--- config.mk ---
export PLATFORM = sky130hd
export DESIGN_NAME = byte_serial_adder_flat
export DESIGN_NICKNAME = d
export VERILOG_FILES = /design/src/rtl/byte_serial_adder_pkg.sv /design/src/rtl/byte_serial_adder_if.sv /design/src/rtl/adder_8.sv /design/src/rtl/byte_serial_adder.sv /design/src/flat_wrapper.sv
export SDC_FILE = /design/constraint.sdc
export NUM_CORES = 1
export LEC_CHECK = 0
export ABC_AREA = 1
export CORE_ASPECT_RATIO = 0.5
export CORE_MARGIN = 4
export CORE_UTILIZATION = 55
export DETAILED_ROUTE_END_ITERATION = 7
export GPL_ROUTABILITY_DRIVEN = 0
export PLACE_DENSITY_LB_ADDON = 0.3
export SYNTH_ARGS = -nofsm -noshare
export SYNTH_HDL_FRONTEND = slang
export SYNTH_HIERARCHICAL = 1
export SYNTH_SLANG_ARGS = --single-unit
--- constraint.sdc ---
create_clock -name clk -period 11.5 [get_ports clk]
set_clock_uncertainty 0.1 [all_clocks]
set_input_delay 2.3 -clock clk [delete_from_list [all_inputs] [get_ports clk]]
set_output_delay 2.3 -clock clk [all_outputs]
set_load 0.005 [all_outputs]
--- src/rtl/byte_serial_adder_pkg.sv ---
// Shared types and constants for the byte-serial adder.
package byte_serial_adder_pkg;

    localparam int unsigned BYTE_W = 8;

    typedef enum logic [1:0] {
        IDLE = 2'd0,
        RUN  = 2'd1,
        DONE = 2'd2
    } state_t;

endpackage

--- src/rtl/byte_serial_adder_if.sv ---
// Operand/result valid-ready bundle for byte_serial_adder.
interface byte_serial_adder_if #(
    parameter int unsigned NBYTES = 4
);
    logic                  in_valid;
    logic                  in_ready;
    logic [8*NBYTES-1:0]   in_a;
    logic [8*NBYTES-1:0]   in_b;
    logic                  in_cin;
    logic                  out_valid;
    logic                  out_ready;
    logic [8*NBYTES-1:0]   out_sum;
    logic                  out_cout;

    modport master (
        output in_valid, in_a, in_b, in_cin, out_ready,
        input  in_ready, out_valid, out_sum, out_cout
    );

    modport slave (
        input  in_valid, in_a, in_b, in_cin, out_ready,
        output in_ready, out_valid, out_sum, out_cout
    );
endinterface

--- src/rtl/adder_8.sv ---
// 8-bit ripple-carry adder slice; the only arithmetic datapath of the serial adder.
module adder_8 (
    output logic [7:0] sum,
    output logic       cout,
    input  logic [7:0] in1,
    input  logic [7:0] in2,
    input  logic       cin
);
    logic w_c;

    always_comb begin
        w_c = cin;
        sum = '0;
        for (int i = 0; i < 8; i++) begin
            sum[i] = in1[i] ^ in2[i] ^ w_c;
            w_c    = (in1[i] & in2[i]) | (w_c & (in1[i] ^ in2[i]));
        end
        cout = w_c;
    end
endmodule

--- src/rtl/byte_serial_adder.sv ---
// Multi-byte adder processing one byte per clock through a single adder_8 slice.
// Optional signed-overflow output enabled by defining BYTE_SERIAL_ADDER_OVF_EN.
module byte_serial_adder
    import byte_serial_adder_pkg::*;
#(
    parameter int unsigned NBYTES = 4
) (
    input  logic                clk,
    input  logic                rst,
    byte_serial_adder_if.slave  bus,
`ifdef BYTE_SERIAL_ADDER_OVF_EN
    output logic                out_ovf,
`endif
    output logic                busy
);
    localparam int unsigned W  = BYTE_W * NBYTES;
    localparam int unsigned CW = (NBYTES > 1) ? $clog2(NBYTES) : 1;

    state_t          r_state;
    state_t          w_state_next;
    logic [W-1:0]    r_a;
    logic [W-1:0]    r_b;
    logic [W-1:0]    r_sum;
    logic            r_carry;
    logic [CW-1:0]   r_cnt;
    logic            w_last;
    logic [7:0]      w_byte;
    logic            w_cout;
    logic [W+7:0]    w_sum_cat;
`ifdef BYTE_SERIAL_ADDER_OVF_EN
    logic            r_a_msb;
    logic            r_b_msb;
    logic            r_ovf;
`endif

    adder_8 u_adder_8 (
        .sum  (w_byte),
        .cout (w_cout),
        .in1  (r_a[7:0]),
        .in2  (r_b[7:0]),
        .cin  (r_carry)
    );

    assign w_last    = (r_cnt == CW'(NBYTES - 1));
    // New byte enters at the top; the concatenation also covers NBYTES == 1.
    assign w_sum_cat = {w_byte, r_sum};

    always_ff @(posedge clk or posedge rst) begin
        if (rst) begin
            r_state <= IDLE;
        end else begin
            r_state <= w_state_next;
        end
    end

    always_comb begin
        w_state_next = r_state;
        unique case (r_state)
            IDLE:    if (bus.in_valid) w_state_next = RUN;
            RUN:     if (w_last)       w_state_next = DONE;
            DONE:    if (bus.out_ready) w_state_next = IDLE;
            default: w_state_next = IDLE;
        endcase
    end

    always_comb begin
        bus.in_ready  = (r_state == IDLE);
        bus.out_valid = (r_state == DONE);
        busy          = (r_state == RUN) || (r_state == DONE);
    end

    always_ff @(posedge clk or posedge rst) begin
        if (rst) begin
            r_a     <= '0;
            r_b     <= '0;
            r_sum   <= '0;
            r_carry <= 1'b0;
            r_cnt   <= '0;
`ifdef BYTE_SERIAL_ADDER_OVF_EN
            r_a_msb <= 1'b0;
            r_b_msb <= 1'b0;
            r_ovf   <= 1'b0;
`endif
        end else begin
            unique case (r_state)
                IDLE: begin
                    if (bus.in_valid) begin
                        r_a     <= bus.in_a;
                        r_b     <= bus.in_b;
                        r_carry <= bus.in_cin;
                        r_cnt   <= '0;
`ifdef BYTE_SERIAL_ADDER_OVF_EN
                        r_a_msb <= bus.in_a[W-1];
                        r_b_msb <= bus.in_b[W-1];
`endif
                    end
                end
                RUN: begin
                    r_sum   <= w_sum_cat[W+7:8];
                    r_carry <= w_cout;
                    r_a     <= r_a >> BYTE_W;
                    r_b     <= r_b >> BYTE_W;
                    r_cnt   <= r_cnt + CW'(1);
`ifdef BYTE_SERIAL_ADDER_OVF_EN
                    // w_byte[7] is the result MSB on the final byte.
                    if (w_last) begin
                        r_ovf <= (r_a_msb == r_b_msb) && (w_byte[7] != r_a_msb);
                    end
`endif
                end
                default: ;
            endcase
        end
    end

    assign bus.out_sum  = r_sum;
    assign bus.out_cout = r_carry;
`ifdef BYTE_SERIAL_ADDER_OVF_EN
    assign out_ovf = r_ovf;
`endif
endmodule
--- src/flat_wrapper.sv ---
// flat-port wrapper written by rule: the top's interface ports become plain ports
module byte_serial_adder_flat import byte_serial_adder_pkg::*;
#(
    parameter int unsigned NBYTES = 4
)
  (clk, rst, busy, bus_in_valid, bus_in_a, bus_in_b, bus_in_cin, bus_out_ready, bus_in_ready, bus_out_valid, bus_out_sum, bus_out_cout);
  byte_serial_adder_if #(.NBYTES(NBYTES)) bus_i ();
  input  logic clk;
  input  logic rst;
  output logic busy;
  input wire logic [$bits(bus_i.in_valid)-1:0] bus_in_valid;
  input wire logic [$bits(bus_i.in_a)-1:0] bus_in_a;
  input wire logic [$bits(bus_i.in_b)-1:0] bus_in_b;
  input wire logic [$bits(bus_i.in_cin)-1:0] bus_in_cin;
  input wire logic [$bits(bus_i.out_ready)-1:0] bus_out_ready;
  output wire logic [$bits(bus_i.in_ready)-1:0] bus_in_ready;
  output wire logic [$bits(bus_i.out_valid)-1:0] bus_out_valid;
  output wire logic [$bits(bus_i.out_sum)-1:0] bus_out_sum;
  output wire logic [$bits(bus_i.out_cout)-1:0] bus_out_cout;
  assign bus_i.in_valid = bus_in_valid;
  assign bus_i.in_a = bus_in_a;
  assign bus_i.in_b = bus_in_b;
  assign bus_i.in_cin = bus_in_cin;
  assign bus_i.out_ready = bus_out_ready;
  assign bus_in_ready = bus_i.in_ready;
  assign bus_out_valid = bus_i.out_valid;
  assign bus_out_sum = bus_i.out_sum;
  assign bus_out_cout = bus_i.out_cout;
  byte_serial_adder #(.NBYTES(NBYTES)) u_core (.clk(clk), .rst(rst), .bus(bus_i), .busy(busy));
endmodule
==> run summary, run 1 <==
Count of final hold-check violations: 0
Inserted Clock Buffers: 9
RSZ-0062 raised after global routing: no
Setup bufs post-CTS: 0
HPWL Detailed: 7.09 mm
Setup Total Neg Slack: 0 ps
Buffers on Ports: 104
Initial antenna violation count: 0
Netlist Area Pre-Place: 0.00483 mm^2
LEAKAGE: 3.19 nW
Post-synthesis register bit count: 101
Initial drt markers: 322
Vias in the first global route: 3,879
Die H: 74.3 um
DP Cell Count: 795
Max VDD drop: 0.157 mV
FMAX: 0.221 GHz
Die Width: 141 um
Synth Area per Inst: 7.86 um^2
Slew @ Worst Pin: 1180 ps
Critical path type: in2reg
Max-slew violations: 0
Relative slew margins: 0.213
TritonRoute pass-1 iters: 5
Routed vias: 4,169
Final core utilization: 0.748
Gr ovfl total: 0
Area Growth Syn to Fin: 27.9%
Yosys Warn Count: 6
Share of cells above drive strength 1: 0.0343
Site Rows: 23
Crit path time final: 4520 ps
# nets final: 776
Status: finished clean
Largest net degree at the start of global routing: 98
# DRC: 0
CTS clock-pin slew for the worst setup and hold paths: 60 ps
Filler cell count: 618
Final setup fails: 0
First-pass GRT wire length: 18.4 mm
Post-route cell area: 0.00618 mm^2
Clk_lat worst skew: 340 ps
Antenna Cells: 0
Seq/Total Area, Yosys: 0.523
Max-cap violations: 0
Placement Cell Area: 0.00585 mm^2
Routed vias/inst: 5.14
Cell Pwr Density: 269 mW/mm^2
Cell Count, Final, Fillers Out: 811
Post-CTS resize count: 0
Die area: 0.0104 mm^2
DP Worst Slack: 6670 ps
CTS tree: done
Hold_ws: 386 ps
Syn Nets: 697
Drt wl/cell: 13.6 um
H-tree levels: 3
Sink Count: 101
Final setup margin: 6980 ps
Total Wirelength: 11.0 mm
Crit. End Element: flip-flop
Final Power: 1.66 mW
Synth cell types: 14
CTS Buffer Depth: 2
Number of hold buffers added after cts: 0
Post-route ant nets: 0
Mapped Cells: 615
Clock Root Buffer: clkbuf_16
Hold Path Class: reg2reg
Top Ports: 105
Part of the cycle the worst path needs: 0.393
Startpoint types: input port
Required @ worst endpoint: 11,620 ps
Global Route Usage Sum: 0.220
CP arrival: 4640 ps
Core footprint: 0.00826 mm^2
Critical-path maximum fanout: 68
Initial core utilization: 0.585
-- critical path: stages --
cell and delay, ps:
clkdlybuf4s50_1 460, nand2_2 80, buf_4 540, nand2_2 810, nand2_1 330, nand2_1 70
-- metal layers --
layer	vias up	wire, um	global-route usage
met5	-	0	0
met4	0	120	0.0537
met3	11	700	0.0520
met2	141	5190	0.367
met1	1944	5030	0.299
li1	2073	-	-
-- power breakdown --
part | switching, mW | internal [mW] | total (mW)
clock network | 0.124 | 0.203 | 0.327
registers | 0.102 | 0.519 | 0.621
logic | 0.419 | 0.297 | 0.716
-- Yosys cell counts (all sizes together) --
cell type  instances  area (um^2)
buf               27          156
clkbuf            13         48.8
dfrtp            101         2530
fa                 8          160
ha                 5         62.6
inv               32          120
nand2            313         1170
nand3             85          425
nand4              2         12.5
o21ai             29          145
-- kinds of logic after synthesis --
group                      synth area share
and+or+nand+nor                       0.334
DFF                                   0.523
AOI/OAI and AO/OA                    0.0300
adders and majority gates            0.0461
buffers and inverters                0.0673
-- flip-flops by register name (all words and copies together), names as in the netlist --
name                 cells
u_core/r_a              32
u_core/bus.out_sum      32
u_core/bus.out_cout      1
u_core/r_state           2
u_core/r_cnt             2
u_core/r_b              32
-- layout make-up --
type                    instances  area (um^2)  share of cell area
inverters                      32          123              0.0198
flip-flops and latches        101         2530               0.409
multi-input cells             442         1990               0.322
clock buffers                  13          260              0.0421
well taps                     112          140              0.0227
clock inverters                 3         67.6              0.0109
repair buffers                108         1070               0.173
-- final timing paths --
kind,startpoint,end,slack [ps],cells after the start
max,bus_in_valid,u_core/r_a[4],6980,6
min,u_core/bus.out_sum[1],u_core/bus.out_sum[1],390,2
max reg2reg,u_core/r_a[0],u_core/bus.out_sum[31],7490,14
min reg2reg,u_core/bus.out_sum[1],u_core/bus.out_sum[1],390,2
max in group asynchronous,rst,u_core/r_b[20],7900,3
min in group asynchronous,rst,u_core/bus.out_sum[2],2230,2
-- placed cells by master, fill, tap and decap left out --
cell type,n
o21ai_1,2
nand4_1,2
clkbuf_16,9
clkbuf_8,2
buf_4,4
nand3_1,85
ha_2,1
ha_1,4
inv_2,1
clkbuf_1,2
nand2_1,310
inv_1,30
bufinv_16,2
dfrtp_1,101
fa_1,8
o21ai_0,27
inv_4,1
nand2_2,3
clkinvlp_4,1
clkdlybuf4s50_1,104
Note: power is estimated with default switching activity, not from simulation.
==> inputs of run 2 (changes only) <==
Settings changed: CORE_UTILIZATION 55 to 46.
Clock period 11.5 ns to 4.05 ns, I/O delays scaled along.
==> run 2 against run 1 <==
Net effect:
- setup slack got worse by 6800 ps
- critical path depth rose by 8
- clock-buffer cell count fell by 3
- routed wire length rose by 3.5%
- sequential power rose to 2.8 times the previous value
- first-iteration DRC count rose by 15%
- largest cell class unchanged
==> run summary, run 2 (same netlist as run 1, synthesis figures left out) <==
Hold Path Class: reg2reg
Crit. End Element: flip-flop
Final core utilization: 0.608
FMAX: 0.255 GHz
Most frequent cells in the layout: nand2_1 (310), clkdlybuf4s50_1 (104), dfrtp_1 (101)
Top Ports: 105
Sink Count: 101
Required @ worst endpoint: 4220 ps
Hold_ws: 385 ps
Buffers on Ports: 104
Setup Total Neg Slack: 0 ps
Slew @ Worst Pin: 778 ps
Antenna Cells: 0
DP Cell Count: 826
Global Route Usage Sum: 0.191
Drt wl/cell: 13.6 um
First-pass GRT wire length: 18.9 mm
Die area: 0.0123 mm^2
# nets final: 779
Cell Count, Final, Fillers Out: 842
Site Rows: 26
Most common cell after layout, fill and taps aside: nand2_1
Initial antenna violation count: 0
TritonRoute pass-1 iters: 5
Cell depth of the worst min-delay path: 1
Placement Cell Area: 0.00592 mm^2
Critical-path maximum fanout: 2
Worst R2R End: u_core/bus.out_sum[31]
CTS tree: done
Core footprint: 0.0102 mm^2
Max VDD drop: 0.396 mV
Status: finished clean
Crit path time final: 3920 ps
Setup bufs post-CTS: 0
Hold Path End: u_core/r_cnt[0]
Slowest-stage cell, CP: fa_1
Number of hold buffers added after cts: 0
LEAKAGE: 3.19 nW
Share of cells above drive strength 1: 0.0456
Routed vias/inst: 4.92
Part of the cycle the worst path needs: 0.969
Largest net degree at the start of global routing: 68
Max-slew violations: 0
HPWL Detailed: 7.38 mm
R2r setup slk: 130 ps
Reg2reg start: u_core/r_a[0]
Worst-path cell chain: fa_1 -> inv_2 -> fa_1 -> inv_1 -> fa_1 -> fa_1 -> fa_2 -> fa_2 -> fa_1 -> inv_1 -> fa_1 -> inv_1 -> nand2_1 -> o21ai_1
Cell Pwr Density: 745 mW/mm^2
Final setup fails: 0
CP arrival: 4100 ps
H-tree levels: 3
# DRC: 0
Initial drt markers: 369
Clock Root Buffer: clkbuf_16
Relative slew margins: 0.481
Initial core utilization: 0.473
CP peak stage delay: 450 ps
RSZ-0062 raised after global routing: no
CTS clock-pin slew for the worst setup and hold paths: 70 ps
Gr ovfl total: 0
Hold path start: u_core/r_cnt[0]
Area Growth Syn to Fin: 28.5%
Die Width: 153 um
Clk_lat worst skew: 350 ps
Die H: 80.5 um
Max-cap violations: 0
Post-CTS resize count: 0
Inserted Clock Buffers: 9
CTS Buffer Depth: 2
Routed vias: 4,140
Startpoint types: flip-flop
Count of final hold-check violations: 0
Vias in the first global route: 3,850
Most frequent CP cell: fa_1
Post-route ant nets: 0
Post-route cell area: 0.00621 mm^2
Total Wirelength: 11.4 mm
Reg2Reg Depth: 14
Critical path type: reg2reg
[run 2: layout make-up]
type | instances | area, um^2
Timing Repair Buffer | 111 | 1110
Inverter | 32 | 123
Clock buffer | 10 | 239
Fill cell | 949 | 4000
Sequential cell | 101 | 2530
Clock inverter | 6 | 46.3
Multi-Input combinational cell | 442 | 2000
Tap cell | 140 | 175
[run 2: routing by layer]
layer	global-route usage	wire, um
met1	0.268	5560
met2	0.298	5200
met5	0	0
met4	0.0480	90
met3	0.0501	578
[run 2: worst max path at each step]
stage | start | endpoint | cells past startpoint
floorplan | u_core/r_a[0] | u_core/bus.out_sum[31] | 14
global placement | u_core/r_a[0] | u_core/bus.out_sum[31] | 14
detailed placement | u_core/r_a[0] | u_core/bus.out_sum[31] | 14
CTS | u_core/r_a[0] | u_core/bus.out_sum[31] | 14
global route | u_core/r_a[0] | u_core/bus.out_sum[31] | 14
finish | u_core/r_a[0] | u_core/bus.out_sum[31] | 14
[run 2: through the flow]
step | worst slack (ps) | power, mW
6_report | 126 | 4.63
5_1_grt | 12.4 | 5.04
4_1_cts | 37.0 | 4.67
3_5_place_dp | 106 | 3.82
3_3_place_gp | 231 | 3.73
2_1_floorplan | 358 | 3.10
[run 2: critical path, delay by kind of cell, from the launching register on]
kind                       cells  cell delay (ps)
adders and majority gates      8             2860
DFF                            1              400
buffers and inverters          4              300
AOI/OAI and AO/OA              1              120
and+or+nand+nor                1               60
[run 2: power breakdown]
| part | switching [mW] | internal (mW) |
|---|---|---|
| registers | 0.275 | 1.47 |
| logic | 1.20 | 0.851 |
| clock network | 0.391 | 0.438 |
| total | 1.87 | 2.76 |
